===== src/rtl/cmos_pixel_packer.sv =====
// OV5640 capture stage: pairs camera bytes into RGB565 pixels, tags them with x/y
// and frame/line markers, skips start-up frames and flags malformed lines/frames.
module cmos_pixel_packer #(
   parameter int H_RES       = 1280,
   parameter int V_RES       = 720,
   parameter int SKIP_FRAMES = 10
) (
   input  logic        I_clk,
   input  logic        I_rst,
   input  logic        I_enable,
   input  logic        I_vsync,
   input  logic        I_href,
   input  logic [7:0]  I_data,
   output logic        O_pix_valid,
   output logic [15:0] O_pix_data,
   output logic [23:0] O_rgb888,
   output logic [11:0] O_x,
   output logic [11:0] O_y,
   output logic        O_sof,
   output logic        O_eol,
   output logic [15:0] O_frame_cnt,
   output logic        O_err_odd,
   output logic        O_err_size,
   output logic [1:0]  O_state
);

   // Debug view of the FSM: 0 IDLE, 1 SKIP, 2 WAIT_VS, 3 ACTIVE.
   typedef enum logic [1:0] {IDLE = 2'd0, SKIP = 2'd1, WAIT_VS = 2'd2, ACTIVE = 2'd3} state_t;

   localparam logic [11:0] H_LIM     = 12'(H_RES);
   localparam logic [11:0] V_LIM     = 12'(V_RES);
   localparam logic [15:0] SKIP_LAST = 16'(SKIP_FRAMES - 1);

   state_t      state;
   logic        vs_d, hs_d, phase;
   logic [7:0]  high_byte;
   logic [11:0] x_cnt, y_cnt;
   logic [15:0] skip_cnt;
   logic        vs_rise, vs_fall, hs_fall;
   logic [15:0] pix_word;

   assign vs_rise  = I_vsync & ~vs_d;
   assign vs_fall  = ~I_vsync & vs_d;
   assign hs_fall  = ~I_href & hs_d;
   assign pix_word = {high_byte, I_data};
   assign O_state  = state;

   function automatic logic [23:0] expand(input logic [15:0] p);
      return {p[15:11], p[15:13], p[10:5], p[10:9], p[4:0], p[4:2]};
   endfunction

   function automatic logic [11:0] sat_inc(input logic [11:0] v);
      return (v == 12'hFFF) ? v : v + 12'd1;
   endfunction

   always_ff @(posedge I_clk) begin
      if (I_rst) begin
         state       <= IDLE;
         vs_d        <= 1'b0;
         hs_d        <= 1'b0;
         phase       <= 1'b0;
         high_byte   <= 8'd0;
         x_cnt       <= 12'd0;
         y_cnt       <= 12'd0;
         skip_cnt    <= 16'd0;
         O_pix_valid <= 1'b0;
         O_pix_data  <= 16'd0;
         O_rgb888    <= 24'd0;
         O_x         <= 12'd0;
         O_y         <= 12'd0;
         O_sof       <= 1'b0;
         O_eol       <= 1'b0;
         O_frame_cnt <= 16'd0;
         O_err_odd   <= 1'b0;
         O_err_size  <= 1'b0;
      end else begin
         vs_d        <= I_vsync;
         hs_d        <= I_href;
         O_pix_valid <= 1'b0;
         O_sof       <= 1'b0;
         O_eol       <= 1'b0;
         if (!I_enable) begin
            // Losing configuration abandons any partial frame without counting it.
            state    <= IDLE;
            skip_cnt <= 16'd0;
            phase    <= 1'b0;
         end else begin
            case (state)
               IDLE: begin
                  skip_cnt <= 16'd0;
                  state    <= (SKIP_FRAMES == 0) ? WAIT_VS : SKIP;
               end
               SKIP: begin
                  if (vs_rise) begin
                     if (skip_cnt == SKIP_LAST) begin
                        state    <= WAIT_VS;
                        skip_cnt <= 16'd0;
                     end else begin
                        skip_cnt <= skip_cnt + 16'd1;
                     end
                  end
               end
               WAIT_VS: begin
                  phase <= 1'b0;
                  if (vs_fall) begin
                     state      <= ACTIVE;
                     x_cnt      <= 12'd0;
                     y_cnt      <= 12'd0;
                     O_err_odd  <= 1'b0;
                     O_err_size <= 1'b0;
                  end
               end
               ACTIVE: begin
                  if (vs_rise) begin
                     // Frame end wins over a simultaneous href fall: partial line is not counted.
                     state       <= WAIT_VS;
                     O_frame_cnt <= O_frame_cnt + 16'd1;
                     if (y_cnt != V_LIM) O_err_size <= 1'b1;
                  end else if (I_href) begin
                     phase <= ~phase;
                     if (!phase) begin
                        high_byte <= I_data;
                     end else begin
                        if (x_cnt < H_LIM && y_cnt < V_LIM) begin
                           O_pix_valid <= 1'b1;
                           O_pix_data  <= pix_word;
                           O_rgb888    <= expand(pix_word);
                           O_x         <= x_cnt;
                           O_y         <= y_cnt;
                           O_sof       <= (x_cnt == 12'd0) && (y_cnt == 12'd0);
                        end else begin
                           O_err_size <= 1'b1;
                        end
                        x_cnt <= sat_inc(x_cnt);
                     end
                  end else begin
                     phase <= 1'b0;
                     if (hs_fall) begin
                        O_eol <= (y_cnt < V_LIM);
                        if (phase) O_err_odd <= 1'b1;
                        if (x_cnt != H_LIM) O_err_size <= 1'b1;
                        x_cnt <= 12'd0;
                        y_cnt <= sat_inc(y_cnt);
                     end
                  end
               end
               default: state <= IDLE;
            endcase
         end
      end
   end

endmodule


===== config.mk =====
export PLATFORM = sky130hd
export DESIGN_NAME = cmos_pixel_packer
export DESIGN_NICKNAME = d
export VERILOG_FILES = /design/src/rtl/cmos_pixel_packer.sv
export SDC_FILE = /design/constraint.sdc
export NUM_CORES = 1
export LEC_CHECK = 0
export ABC_AREA = 1
export BUFFER_PORTS_ARGS = -buffer_cell sky130_fd_sc_hd__buf_2
export CAP_MARGIN = 20
export CORE_MARGIN = 5
export CORE_UTILIZATION = 28
export DETAILED_ROUTE_END_ITERATION = 8
export PLACE_DENSITY = 0.55
export SYNTH_ARGS = -nofsm -noshare
export SYNTH_HDL_FRONTEND = slang
export SYNTH_SLANG_ARGS = --single-unit

===== constraint.sdc =====
create_clock -name I_clk -period 4.8 [get_ports I_clk]
set_clock_uncertainty 0.1 [all_clocks]
set_input_delay 0 -clock I_clk [delete_from_list [all_inputs] [get_ports I_clk]]
set_output_delay 0 -clock I_clk [all_outputs]
set_load 0.02 [all_outputs]

Word level (Yosys, flattened, before mapping)
Cells that the tools add are included.
{"block": "totals", "reg_bits": 138, "in_bits": 13, "output_inout_bits": 87, "elab_cells": 120}
{"block": "op_classes", "addsub": 4, "magnitude_cmp": 2, "n_eq_ne": 25, "n_mux": 38, "n_bitwise": 12, "reduce_logical": 21}
{"op": "$mux W12", "count": 10}
{"op": "$pmux W12 S2", "count": 2}
{"op": "$add A16 B1 Y16 const B", "count": 2}
{"op": "$mux W16", "count": 2}
{"op": "$pmux W16 S2", "count": 1}
{"op": "$add A12 B1 Y12 const B", "count": 2}
{"op": "$eq A12 B12 Y1 const B", "count": 2}
{"op": "$logic_not A12 Y1", "count": 2}
{"op": "$reduce_and A7 Y1", "count": 3}
{"op": "$ne A2 B2 Y1 const B", "count": 9}
{"op": "$eq A16 B4 Y1 const B", "count": 1}
{"op": "$ne A4 B4 Y1 const B", "count": 4}
{"op": "$mux W1", "count": 15}
{"op": "$lt A12 B10 Y1 const B", "count": 1}
{"op": "$lt A12 B11 Y1 const B", "count": 1}
{"op": "$ne A12 B10 Y1 const B", "count": 1}
{"op": "$ne A12 B11 Y1 const B", "count": 1}
{"op": "$ne A3 B3 Y1 const B", "count": 4}
{"op": "$reduce_or A6 Y1", "count": 2}
{"op": "$not A1 Y1", "count": 9}
{"op": "$mux W2", "count": 4}
{"op": "$pmux W2 S4", "count": 1}
{"op": "$reduce_and A8 Y1", "count": 1}
{"op": "$reduce_or A7 Y1", "count": 1}
{"op": "other kinds (13)", "count": 21}

Longest topological paths before layout
Gate-level depths: netlist (run 1).
{"block": "depth", "depth_word": 7, "ltp_mapped": 13, "depth_no_buf": 12}

Worst setup path after synthesis (run 1)
OpenSTA, ideal clock, no wires.
{"block": "synth_timing", "kind": "register -> register", "start": "reg state[0], in the netlist O_state[0]", "end": "reg O_frame_cnt[9]", "setup_time_ns": 0.117, "arrival_time_ns": 1.449, "t_required_ns": 4.583, "setup_slack_ns": 3.134, "stages_incl_launch_ff": 9, "path_buffers": 1, "period_less_slack_ns": 1.666, "cell_sequence": "dfxtp_1 > nand2_2 > nor2_2 > nand2_2 > buf_2 > nor3_4 > nand2_1 > o21ai_0 > nor2_1"}
{"block": "synth_between", "elab_chain_cells": 2}
{"element": "start, declared", "line": "34", "source": "state_t state;"}
{"element": "start signal, assigned", "line": "91", "source": "state <= (SKIP_FRAMES == 0) ? WAIT_VS : SKIP;"}
{"element": "$eq A2 B2 Y1", "line": "88", "source": "case (state)"}
{"element": "$reduce_and A3 Y1 (no line)"}
{"element": "end signal, assigned", "line": "117", "source": "O_frame_cnt <= O_frame_cnt + 16'd1;"}
{"element": "end, declared", "line": "21", "source": "output logic [15:0] O_frame_cnt,"}
Every way passes these cells.
A chain may end at the register's enable or synchronous reset.

Final worst setup path (run 1)
{"block": "layout_timing", "start": "reg x_cnt[8]", "end": "reg O_x[2]"}
{"block": "layout_between", "elab_chain_cells": 3}
{"element": "start, declared", "line": "37", "source": "logic [11:0] x_cnt, y_cnt;"}
{"element": "start signal, assigned", "line": "134", "source": "x_cnt <= sat_inc(x_cnt);"}
{"element": "$lt A12 B11 Y1", "line": "124", "source": "if (x_cnt < H_LIM && y_cnt < V_LIM) begin"}
{"element": "$logic_and A1 B1 Y1", "line": "124"}
{"element": "$reduce_and A6 Y1 (no line)"}
{"element": "end signal, assigned", "line": "128", "source": "O_x <= x_cnt;"}
{"element": "end, declared", "line": "17", "source": "output logic [11:0] O_x,"}
Every way passes these cells.

==> results of run 1 <==
-- worst max-delay path: stages (launching register included) --
cell and delay, ns:
dfxtp_1 0.33, inv_1 0.14, nand2_1 0.11, a21oi_1 0.21
nand3_2 0.39, inv_2 0.80, o21ai_0 0.18, a21oi_1 0.14
-- metrics by stage --
stage | power, uW | cell area (um2)
floorplan | 1010 | 5620
global placement | 1030 | 6110
detailed placement | 1030 | 6110
CTS | 2240 | 6800
global route | 2280 | 6800
finish | 2210 | 6800
-- metal layers --
layer,GRT usage,wire (um)
met1,0.173,6910
met2,0.203,7040
met3,0.0274,499
met4,0.0611,218
met5,0,0
-- cell usage after synthesis (2+ instances only) --
cell,count
nor2_1,155
nand2_1,154
dfxtp_1,114
inv_1,69
a21oi_1,57
o21ai_0,56
nand3_1,42
nor3_1,30
buf_4,26
nand4_1,15
clkbuf_1,10
inv_2,10
xor2_1,9
buf_6,8
ha_1,7
nand2_2,6
a21oi_2,4
buf_2,4
nand3_2,4
nor2_2,4
nor2_4,3
a31oi_1,2
clkinv_2,2
nor3b_1,2
nor4_1,2
o21ai_1,2
o21ai_2,2
or2_2,2
-- what timing repair did --
item	4_1_cts	5_1_grt
hold endpoints to repair	39	0
hold buffers	13	0
setup endpoints to repair	0	0
-- power by group through the flow --
stage / Sequential (uW) / Clock [uW] / Combinational (uW)
2_1_floorplan: 973 / 0 / 38.0
4_1_cts: 952 / 1220 / 68.5
5_1_grt: 952 / 1250 / 76.3
3_3_place_gp: 973 / 0 / 60.3
3_5_place_dp: 973 / 0 / 59.9
6_report: 952 / 1190 / 67.6
-- worst paths after layout --
check / depth (start not counted) / slack (ns) / endpoint / from
setup / recovery: 7 / 2.30 / O_x[2] / x_cnt[8]
hold / removal: 5 / 0.06 / O_sof / I_enable
setup reg to reg: 7 / 2.30 / O_x[2] / x_cnt[8]
hold reg to reg: 2 / 0.35 / O_y[10] / O_y[10]
-- kinds of logic (layout without fill, tap and decap cells) --
kind of cell	after synthesis	count (layout)	synth area share
XOR/XNOR	9	9	0.0140
flip-flops	114	114	0.406
AND/OR/NAND/NOR	427	427	0.332
adder cells (fa/ha/maj)	7	7	0.0156
buffers and inverters	130	226	0.116
AO/OA/AOI/OAI	124	124	0.116
-- final cells by class --
type                    instances  area share
inverters                      81      0.0451
multi-input cells             567       0.395
clock inverters                12      0.0164
well taps                     265      0.0488
repair buffers                114      0.0942
clock buffers                  19      0.0651
flip-flops and latches        114       0.336
-- flip-flops by register name, summed over array words and instances (netlist names), 2 cells and up --
signal and count:
O_frame_cnt 16, O_pix_data 15, y_cnt 12, x_cnt 12, O_x 12, skip_cnt 16
O_state 2, O_y 12, high_byte 8
==> results.cfg, run 1 <==
[run_status]
run_status = complete, no violations

[synthesis]
synth_edf_count = 0
synth_seq_area_share = 0.406
synth_top_area_frac = 0.406
syn_nets = 831
ys_async_sr_fraction = 0
synth.yosys.warnings = 0
yosys_most_used_dff = dfxtp_1
ys_ff_latch = 114
avgSynthCellArea_um2 = 6.93
netlist_instances = 811
yosys.area.top_type = dfxtp_1
synthesis.area_um2 = 5620
synthTopCellsByArea = dfxtp_1 (41%), nor2_1 (10%), nand2_1 (10%), a21oi_1 (5.1%), o21ai_0 (5.0%)
yosysUniqueCellTypes = 38

[detailed_routing]
ant_nets = 0
drt_iter0_markers = 347
vias_per_cell = 4.43
drc = 0
drt_pass1_iterations = 5
wl_um = 14700
vias = 5190
wl_per_cell_um = 12.5

[layout]
fillers = 2123
multi_input_area_um2 = 2680
fin_util = 0.347
instances_no_fill = 1172
fin_nets = 915
seqCellArea_um2 = 2280
mostFrequentLayoutCell = nor2_1
syn_to_final_growth_pct = 21.0
insertedDiodeCount = 0
most-common-layout-cells = nor2_1 (155), nand2_1 (154), dfxtp_1 (114)
drive_above_1_share = 0.190

[floorplanning]
boundaryPins = 100
die_w_um = 152
die_area_um2 = 23000
core_region_area_um2 = 19600
rows = 51
die_h_um = 152
start_util = 0.287

[worst_setup_path]
cp.arrival_ns = 2.74
critical_path_peak_fanout = 56
path_class = flip-flop to flip-flop
worstPathRequired_ns = 5.04
start_kind = flip-flop
end_kind = flip-flop

[clocking]
post_cts_buffers = 0
worstSkewPairLatency_ns = 0.42
cts_tree = yes
cts-root-buf = clkbuf_16
cts_resized = 0
clockBufferDepth = 2
cts.sinks = 114
cts_made_buffers = 17
clk_pin_slew_worst_paths_ns = 0.06
htreeDepth = 4

[placement]
gp_congestion = 0.855
dp_cells = 1128
dp_hpwl_um = 10700
preCtsSetupSlack_ns = 2.28
io_buffers = 99

[global_route]
grtUsageTotal = 0.130
grt_pass1_wl_um = 24000
grt_pass1_vias = 4793
antenna_found_initial = 0
gr-total-overflow = 0
grt_start_max_net_pins = 60

[power_and_ir_drop]
comb_power_share = 0.031
ir_drop_v = 0.000217
cellLeakagePower_uw = 0.00283
p_sw_uw = 518
power_density_nw_per_um2 = 325
seq_power_share = 0.431
swShare = 0.234
clkPwrFrac = 0.539
intPower_uw = 1690

[timing]
layout_min_cycle_time_ns = 2.50
finalWorstSetupSlack_ns = 2.30
fin_crit_sh = 0.520
maxSlewHeadroom = 0.416
tightest_slew_ns = 0.875
rsz0062_at_grt = false
holdWs_ns = 0.0609
max_freq_ghz = 0.401
slew_violations = 0
setup_tns_ns = 0
setup_viol = 0
hold_viol_final = 0

[run]
max-cap-violations = 0

[min_path]
hold_class = primary input to flip-flop
No activity file was read; power rests on OpenSTA's default activity.
==> run 2, diff against run 1 <==
PLACE_DENSITY = 0.56   (was 0.55)
clock period = 2.2 ns   (was 4.8 ns; I/O delays follow)
==> run 2 against run 1 <==
- final area rose by 1.8%
- setup slack lost 2.0 ns
- non-clock buffer count up 8
- critical path depth up 2
- core utilization is 0.61 points higher
- sequential power is 120% higher
- cell count grew 0.77%
- register-to-register slack lost 2.0 ns
- flip-flop and latch count unchanged
- first-iteration DRC count decreased by 14%
- power is 130% higher
- critical endpoint is now y_cnt[2]
==> results.cfg, run 2 (synthesis gave the netlist of run 1 again) <==
[layout]
mostFrequentLayoutCell = nor2_1
fin_nets = 923
most-common-layout-cells = nor2_1 (155), nand2_1 (154), dfxtp_1 (114)
syn_to_final_growth_pct = 23.1
instances_no_fill = 1181
fillers = 2140
top_regs = O_frame_cnt: 16 flops, skip_cnt: 16 flops, O_pix_data: 15 flops
drive_above_1_share = 0.200
insertedDiodeCount = 0

[worst_setup_path]
r2r_slack_ns = 0.30
regToRegStartpoint = O_state[0]
critical_path_peak_fanout = 11
path_cells = nor2_1 -> a21oi_2 -> nand2_2 -> nor2_4 -> nand2_2 -> inv_2 -> nand3_1 -> nand2_1 -> nor2_1
path_class = flip-flop to flip-flop
timing.rr.end = y_cnt[2]
start_kind = flip-flop
setup.worst_path.start = O_state[0]
cp.arrival_ns = 2.11
worstPathRequired_ns = 2.41
cpPeakStageDelay_ns = 0.49
crit_slowest_cell = dfxtp_1
end_kind = flip-flop
reg2reg_depth = 9
crit_family = simple AND/OR/NAND/NOR gates
path_buf_inv = 1

[timing]
tightest_slew_ns = 0.483
hold_viol_final = 0
setup_tns_ns = 0
rsz0062_at_grt = false
max_freq_ghz = 0.526
layout_min_cycle_time_ns = 1.90
setup_viol = 0
maxSlewHeadroom = 0.678
slew_violations = 0
fin_crit_sh = 0.863

[placement]
io_buffers = 99
gp_congestion = 0.858
dp_cells = 1138
dp_hpwl_um = 11000

[min_path]
hold_class = primary input to flip-flop
min_to = O_frame_cnt[0]
min_path_cells = 3
hp-start = I_enable

[detailed_routing]
drt_pass1_iterations = 6
wl_met2_um = 7270
wl_per_cell_um = 12.6
drc = 0
wirelength_met1_um = 6920
ant_nets = 0
vias = 5318
wl_met3_um = 494
wl_um = 14900
vias_per_cell = 4.50
top_layer = met4
drt_iter0_markers = 297

[power_and_ir_drop]
comb_power_share = 0.031
p_sw_uw = 1170
seq_power_share = 0.415
power_density_nw_per_um2 = 723
clkPwrFrac = 0.554
ir_drop_v = 0.000478
intPower_uw = 3840
swShare = 0.233
cellLeakagePower_uw = 0.00290

[clocking]
cts-root-buf = clkbuf_16
clockBufferDepth = 2
cts.sinks = 114
cts_tree = yes
cts_made_buffers = 17
clk_pin_slew_worst_paths_ns = 0.06
htreeDepth = 4
worstSkewPairLatency_ns = 0.42

[floorplanning]
die_w_um = 152
rows = 51
start_util = 0.287
boundaryPins = 100
die_h_um = 152
core_region_area_um2 = 19600
die_area_um2 = 23000

[run_status]
run_status = complete, no violations

[run]
max-cap-violations = 0

[global_route]
grt_pass1_wl_um = 24600
antenna_found_initial = 0
gr-total-overflow = 0
grt_pass1_vias = 5085
grtUsageTotal = 0.133
grt_start_max_net_pins = 57
[run 2: cell types whose count changed in the layout (fill, tap and decap cells not counted), sizes merged]
cell	before	now
dlygate4sd3	13	11
bufinv	1	2
buf	101	111
clkinv	6	5
clkinvlp	6	4
inv	80	83
[run 2: worst register-to-register path, cell delays in order (launching register included)]
cell     delay (ns)
dfxtp_1        0.49
nor2_1         0.12
a21oi_2        0.17
nand2_2        0.08
nor2_4         0.19
nand2_2        0.19
inv_2          0.23
nand3_1        0.09
nand2_1        0.08
nor2_1         0.04
[run 2: worst max-delay path by stage]
stage                                 end  slack (ns)  depth (start not counted)
after floorplan            O_frame_cnt[9]        0.53                          8
after global placement           y_cnt[2]        0.29                          9
after detailed placement  O_frame_cnt[12]        0.28                         10
after CTS                 O_frame_cnt[12]        0.28                         10
after global routing             y_cnt[2]        0.07                         10
final                            y_cnt[2]        0.30                          9
[run 2: final cells by class]
| class | count | area, um2 | share of cell area |
|---|---|---|---|
| clock inverter | 13 | 151 | 0.0219 |
| clock buffer | 19 | 443 | 0.0640 |
| sequential | 114 | 2280 | 0.330 |
| timing repair buffer | 122 | 721 | 0.104 |
| inverter | 81 | 307 | 0.0443 |
| multi-input combinational | 567 | 2680 | 0.388 |
| tap | 265 | 332 | 0.0479 |
[run 2: metal layers]
layer,vias up,track usage
met1,2428,0.171
met3,18,0.0262
met2,105,0.222
met4,0,0.0490
li1,2767,-
met5,-,0
[run 2: timing repair]
action                                 CTS  global route
hold buffers                            11             0
endpoints found under the hold margin   37             0
buffers inserted                         0             0
gates resized for setup                  0             0
[run 2: power by group through the flow]
stage	logic, uW	registers, uW	clock network, uW
6_report	153	2080	2770
2_1_floorplan	82.8	2120	0
4_1_cts	155	2080	2830
5_1_grt	173	2080	2920
3_5_place_dp	139	2120	0
3_3_place_gp	139	2120	0
[run 2: metrics by stage]
step	util	hold WS, ns	total power, uW	worst slack (ns)	area [um2]
2_1_floorplan	-	0.0361	2210	0.534	5620
3_3_place_gp	0.317	0.178	2260	0.294	6210
3_5_place_dp	0.317	0.183	2260	0.282	6210
4_1_cts	0.353	0.0203	5060	0.276	6920
5_1_grt	0.353	0.0490	5170	0.0695	6920
6_report	0.353	0.0238	5000	0.300	6920
